$ cat src/rtl/tdm_demux4_rx_pkg.sv
// Shared constants for the TDM 4-channel receiver: FSM state encodings
// and the default slot width.
package tdm_demux4_rx_pkg;

  // Bits per channel slot when the parent does not override it.
  localparam int SLOT_BITS_DEF = 4;

  // Receiver framing states.
  typedef enum logic {
    ST_IDLE = 1'b0,
    ST_RECV = 1'b1
  } state_e;

endpackage : tdm_demux4_rx_pkg

$ cat src/rtl/tdm_demux4_rx_demux4.sv
// 1-to-4 demultiplexer: routes a single strobe onto one of four outputs
// selected by a 2-bit index. The receiver uses it to turn "slot finished"
// into per-channel staging-register load enables.
module tdm_demux4_rx_demux4 (
  input  logic       d_i,
  input  logic [1:0] s_i,
  output logic [3:0] y_o
);

  // Decode the select index and steer the strobe onto exactly one output.
  always_comb begin
    y_o = 4'b0000;
    case (s_i)
      2'd0:    y_o = {3'b000, d_i};
      2'd1:    y_o = {2'b00, d_i, 1'b0};
      2'd2:    y_o = {1'b0, d_i, 2'b00};
      2'd3:    y_o = {d_i, 3'b000};
      default: y_o = 4'b0000;
    endcase
  end

endmodule : tdm_demux4_rx_demux4

$ cat src/rtl/tdm_demux4_rx.sv
// Framed serial TDM receiver. A sync-qualified bit starts a frame of four
// slots; each slot is deserialised MSB first into a staging word, and when
// the last bit of slot 3 arrives all four channel words are published
// together with a one-cycle frame_valid strobe. A sync seen while a frame is
// in progress raises sync_err and restarts framing on that same bit.
module tdm_demux4_rx
  import tdm_demux4_rx_pkg::*;
#(
  parameter int SLOT_BITS = SLOT_BITS_DEF
) (
  input  logic                 clk,
  input  logic                 reset,
  input  logic                 en,
  input  logic                 sync,
  input  logic                 d,
  output logic [SLOT_BITS-1:0] y0,
  output logic [SLOT_BITS-1:0] y1,
  output logic [SLOT_BITS-1:0] y2,
  output logic [SLOT_BITS-1:0] y3,
  output logic                 frame_valid,
  output logic                 sync_err,
  output logic [1:0]           sel
);

  localparam int              CW       = $clog2(SLOT_BITS);
  localparam logic [CW-1:0]   LAST_BIT = CW'(SLOT_BITS - 1);
  localparam logic [CW-1:0]   CNT_ONE  = CW'(1);
  localparam logic [CW-1:0]   CNT_ZERO = {CW{1'b0}};

  state_e               state_q;
  logic [CW-1:0]        bitcnt_q;
  logic [1:0]           sel_q;
  // Only SLOT_BITS-1 bits need storing: the final bit of a slot is taken
  // straight from d when the word completes.
  logic [SLOT_BITS-2:0] shift_q;
  logic [SLOT_BITS-1:0] staging_q [3];
  logic [SLOT_BITS-1:0] y_q       [4];
  logic                 frame_valid_q;
  logic                 sync_err_q;

  logic [SLOT_BITS-1:0] word_d;
  logic                 slot_done_s;
  logic [3:0]           slot_load_s;

  // Form the word as it would look with the current bit appended, and flag
  // the bit that closes a slot (only a non-sync accepted bit can do that).
  always_comb begin
    word_d      = {shift_q, d};
    slot_done_s = 1'b0;
    if ((state_q == ST_RECV) && en && !sync && (bitcnt_q == LAST_BIT)) begin
      slot_done_s = 1'b1;
    end else begin
      slot_done_s = 1'b0;
    end
  end

  tdm_demux4_rx_demux4 u_demux4 (
    .d_i (slot_done_s),
    .s_i (sel_q),
    .y_o (slot_load_s)
  );

  // Capture completed slot 0..2 words; slot 3 goes straight to the outputs.
  always_ff @(posedge clk or posedge reset) begin
    if (reset) begin
      for (int k = 0; k < 3; k++) begin
        staging_q[k] <= {SLOT_BITS{1'b0}};
      end
    end else begin
      for (int k = 0; k < 3; k++) begin
        if (slot_load_s[k]) begin
          staging_q[k] <= word_d;
        end
      end
    end
  end

  // Framing FSM with bit/slot counters, shift register and output registers.
  always_ff @(posedge clk or posedge reset) begin
    if (reset) begin
      state_q       <= ST_IDLE;
      bitcnt_q      <= CNT_ZERO;
      sel_q         <= 2'd0;
      shift_q       <= {(SLOT_BITS-1){1'b0}};
      frame_valid_q <= 1'b0;
      sync_err_q    <= 1'b0;
      for (int k = 0; k < 4; k++) begin
        y_q[k] <= {SLOT_BITS{1'b0}};
      end
    end else begin
      // Status strobes are single-cycle unless re-armed below.
      frame_valid_q <= 1'b0;
      sync_err_q    <= 1'b0;
      case (state_q)
        ST_IDLE: begin
          // Bits without sync are dropped while hunting for a frame start.
          if (en && sync) begin
            shift_q  <= word_d[SLOT_BITS-2:0];
            bitcnt_q <= CNT_ONE;
            sel_q    <= 2'd0;
            state_q  <= ST_RECV;
          end
        end
        ST_RECV: begin
          if (en) begin
            if (sync) begin
              // Misplaced sync: abandon the partial frame and restart on
              // this bit as bit 0 of slot 0.
              sync_err_q <= 1'b1;
              shift_q    <= word_d[SLOT_BITS-2:0];
              bitcnt_q   <= CNT_ONE;
              sel_q      <= 2'd0;
            end else if (slot_load_s[3]) begin
              // Last bit of slot 3: publish the whole frame at once.
              y_q[0]        <= staging_q[0];
              y_q[1]        <= staging_q[1];
              y_q[2]        <= staging_q[2];
              y_q[3]        <= word_d;
              frame_valid_q <= 1'b1;
              bitcnt_q      <= CNT_ZERO;
              sel_q         <= 2'd0;
              state_q       <= ST_IDLE;
            end else if (slot_done_s) begin
              bitcnt_q <= CNT_ZERO;
              sel_q    <= sel_q + 2'd1;
            end else begin
              shift_q  <= word_d[SLOT_BITS-2:0];
              bitcnt_q <= bitcnt_q + CNT_ONE;
            end
          end
        end
        default: begin
          state_q  <= ST_IDLE;
          bitcnt_q <= CNT_ZERO;
          sel_q    <= 2'd0;
        end
      endcase
    end
  end

  assign y0          = y_q[0];
  assign y1          = y_q[1];
  assign y2          = y_q[2];
  assign y3          = y_q[3];
  assign frame_valid = frame_valid_q;
  assign sync_err    = sync_err_q;
  assign sel         = sel_q;

endmodule : tdm_demux4_rx
$ cat config.mk
export PLATFORM = sky130hd
export DESIGN_NAME = tdm_demux4_rx
export DESIGN_NICKNAME = d
export VERILOG_FILES = /design/src/rtl/tdm_demux4_rx_pkg.sv /design/src/rtl/tdm_demux4_rx_demux4.sv /design/src/rtl/tdm_demux4_rx.sv
export SDC_FILE = /design/constraint.sdc
export NUM_CORES = 1
export LEC_CHECK = 0
export ABC_AREA = 1
export CAP_MARGIN = 40
export CORE_ASPECT_RATIO = 1.25
export CORE_MARGIN = 2
export CORE_UTILIZATION = 35
export DETAILED_ROUTE_END_ITERATION = 10
export MAX_ROUTING_LAYER = met4
export PLACE_DENSITY = 0.61
export SKIP_LAST_GASP = 1
export SYNTH_ARGS = -nofsm -noshare
export SYNTH_HDL_FRONTEND = slang
export SYNTH_SLANG_ARGS = --single-unit
$ cat constraint.sdc
create_clock -name clk -period 3.5 [get_ports clk]
set_input_delay 0.35 -clock clk [delete_from_list [all_inputs] [get_ports clk]]
set_output_delay 0.35 -clock clk [all_outputs]
set_load 0.01 [all_outputs]
==> metrics.yaml <==
wl_um: 2920
cp.depth: 6
setup_viol_count_final: 0
critical_path_buf_inv_count: 1
tns_ns: 0
ys_seq_area_share_pct: 58.0
synthAdderAreaFrac_pct: 3.82
ys_types: 19
avgSynthCellArea_um2: 9.16
place_inst: 256
status: "complete, no violations"
critPathMostFrequentCell: "nand2_1"
io_buffers: 24
placedInstanceArea_um2: 1910
cp.arrival_ns: 2.05
total_power_mw: 1.02
holdCritPathClass: "input port to async pin"
clock_path_buffers: 2
hold_violations: 0
p_leak_nw: 1.04
cp_max_fo: 32
final_util_pct: 44.9
cts_setup_buffers: 0
start_util_pct: 36.8
final_layout_size_suffix_gt1_share_pct: 7.28
rsz0062_at_grt: "false"
net-switching-power_mw: 0.292
rr_worst_depth: 6
synth_top_area_cell: "dfrtp_1"
tightest_slew_ns: 0.668
cts.sinks: 38
grt_usage_pct: 13.2
max_cap_violations: 0
die_w_um: 65.2
yosysWarnings: 0
netlist_instances: 179
worst_slack_ns: 1.63
n_antenna_cell: 0
synthArstFlopShare_pct: 100
synthSimpleGateAreaFrac_pct: 30.2
synth_edf_count: 0
via_per_inst: 4.50
syn_area_um2: 1640
powerDensity_nw_per_um2: 508
synth_top_area_share_pct: 58.0
crit_path_max_incr_delay_ns: 0.56
fin_skew_ns: 0.00520
path_clk_slew_ns: 0.07
overflow: 0
hold_buffers: 0
pwr-share-clk_pct: 29.8
p_int_mw: 0.727
syn_nets: 189
period_share_pct: 53.5
fin_nets: 215
period_needed_ns: 1.87
ys_top_cells_by_count: "69 x nand2_1, 38 x dfrtp_1, 31 x nand3_1"
fill_cells: 460
synth_mux_area_share_pct: 0
fp.dieH_um: 80.5
grt_pass1_vias: 1148
dieArea_um2: 5250
drtIter0Drc: 65
fmax_mhz: 535
drtPass1Iterations: 4
synth_top_family_by_area: "simple AND/OR/NAND/NOR gates"
dpl.hpwl_um: 1960
pre_cts_ws_ns: 1.31
rows: 27
hold_slack_ns: 0.471
stdcell_count: 264
antenna_found_initial: 0
crit_family: "simple AND/OR/NAND/NOR gates"
crit_chain: "clkdlybuf4s50_1 > nand3_2 > nor2_4 > nand2_4 > nand2_1 > nand2_1"
critPathSlowestCell: "clkdlybuf4s50_1"
ir_worst_vdd_v: 0.000195
gp_congestion: 0.763
required_ns: 3.68
htree_levels: 2
grt_start_max_net_pins: 39
power_frac_comb_pct: 16.3
grt_pass1_wl_um: 5130
fin_area_um2: 2000
synth_compound_area_share_pct: 2.60
slew_viol_final: 0
swShare_pct: 28.6
root_buffer: "clkbuf_8"
post_cts_resized: 0
core_area_um2: 4460
ant_nets: 0
numCtsBuffers: 5
synth_seq_cells: 38
vias: 1189
relSlewSlack_pct: 55.3
synth_xor_area_share_pct: 0
ys.flop_type: "dfrtp_1"
post-route-drc-count: 0
p_seq_share_pct: 53.9
cp-end-kind: "flop"
yosysMostFrequentCell: "nand2_1"
critPathKind: "input port to flop"
wl_per_cell_um: 11.0
worstSkewPairLatency_ns: 0.29
area_growth_pct: 22.2
yosys-top-cells-area: "dfrtp_1 58%, nand2_1 16%, nand3_1 9.5%"
cts_tree: "built"
startpoint_type: "input port"
pin_count: 25
-- power groups by stage --
stage | clock network [mW] | registers [mW] | logic [mW]
after floorplan | 0 | 0.549 | 0.115
after global placement | 0 | 0.555 | 0.167
after detailed placement | 0 | 0.556 | 0.169
after CTS | 0.312 | 0.548 | 0.170
after global routing | 0.337 | 0.558 | 0.191
final | 0.304 | 0.548 | 0.166
-- state kept, by name (all words and copies together) (netlist names) --
register / cells
y0: 4
bitcnt_q: 2
sel: 2
sync_err: 1
y1: 4
shift_q: 3
y2: 4
y3: 4
state_q: 1
staging_q: 12
frame_valid: 1
-- worst min-delay path, stage by stage --
cell,delay [ns]
clkdlybuf4s50_1,0.40
inv_1,0.05
buf_4,0.40
-- final cells by class --
type                    instances  area [um2]  area share, %
clock buffers                   7        86.3           4.31
clock inverters                 1        5.00          0.250
inverters                      11        41.3           2.06
multi-input cells             124         599           29.9
flip-flops and latches         38         951           47.5
well taps                      58        72.6           3.62
repair buffers                 25         248           12.4
-- layer usage --
layer,global-route usage (%),routed length (um),vias to the layer above
li1,-,-,628
met1,15.6,1350,529
met2,21.1,1400,24
met3,2.52,100,8
met4,7.50,68,0
met5,-,0,-
-- final timing paths --
kind	start	to	slack (ns)
max	en	y2[1]$_DFFE_PP0P_	1.63
max in group asynchronous	reset	shift_q[1]$_DFFE_PP0P_	2.70
min reg2reg	y0[0]$_DFFE_PP0P_	y0[0]$_DFFE_PP0P_	0.47
min	reset	staging_q[10]$_DFFE_PP0P_	0.47
max reg2reg	bitcnt_q[0]$_DFFE_PP0P_	y2[1]$_DFFE_PP0P_	1.72
min in group clk	y0[0]$_DFFE_PP0P_	y0[0]$_DFFE_PP0P_	0.47
-- kinds of logic (layout without fill, tap and decap cells) --
kind of cell | after synthesis | count (layout)
adder cells (fa/ha/maj) | 5 | 5
buffers and inverters | 17 | 44
flip-flops | 38 | 38
AO/OA/AOI/OAI | 8 | 8
AND/OR/NAND/NOR | 111 | 111
-- layout by cell type (no fill, tap or decap), types with 2 or more instances in the layout --
master	n
nand3_1	31
clkdlybuf4s50_1	24
dfrtp_1	38
nand2_2	2
nor2_4	2
inv_1	11
clkbuf_8	6
o21ai_0	4
a21oi_1	2
nor2_1	3
nand2_1	69
ha_1	5
No activity file was read; power rests on OpenSTA's default activity.
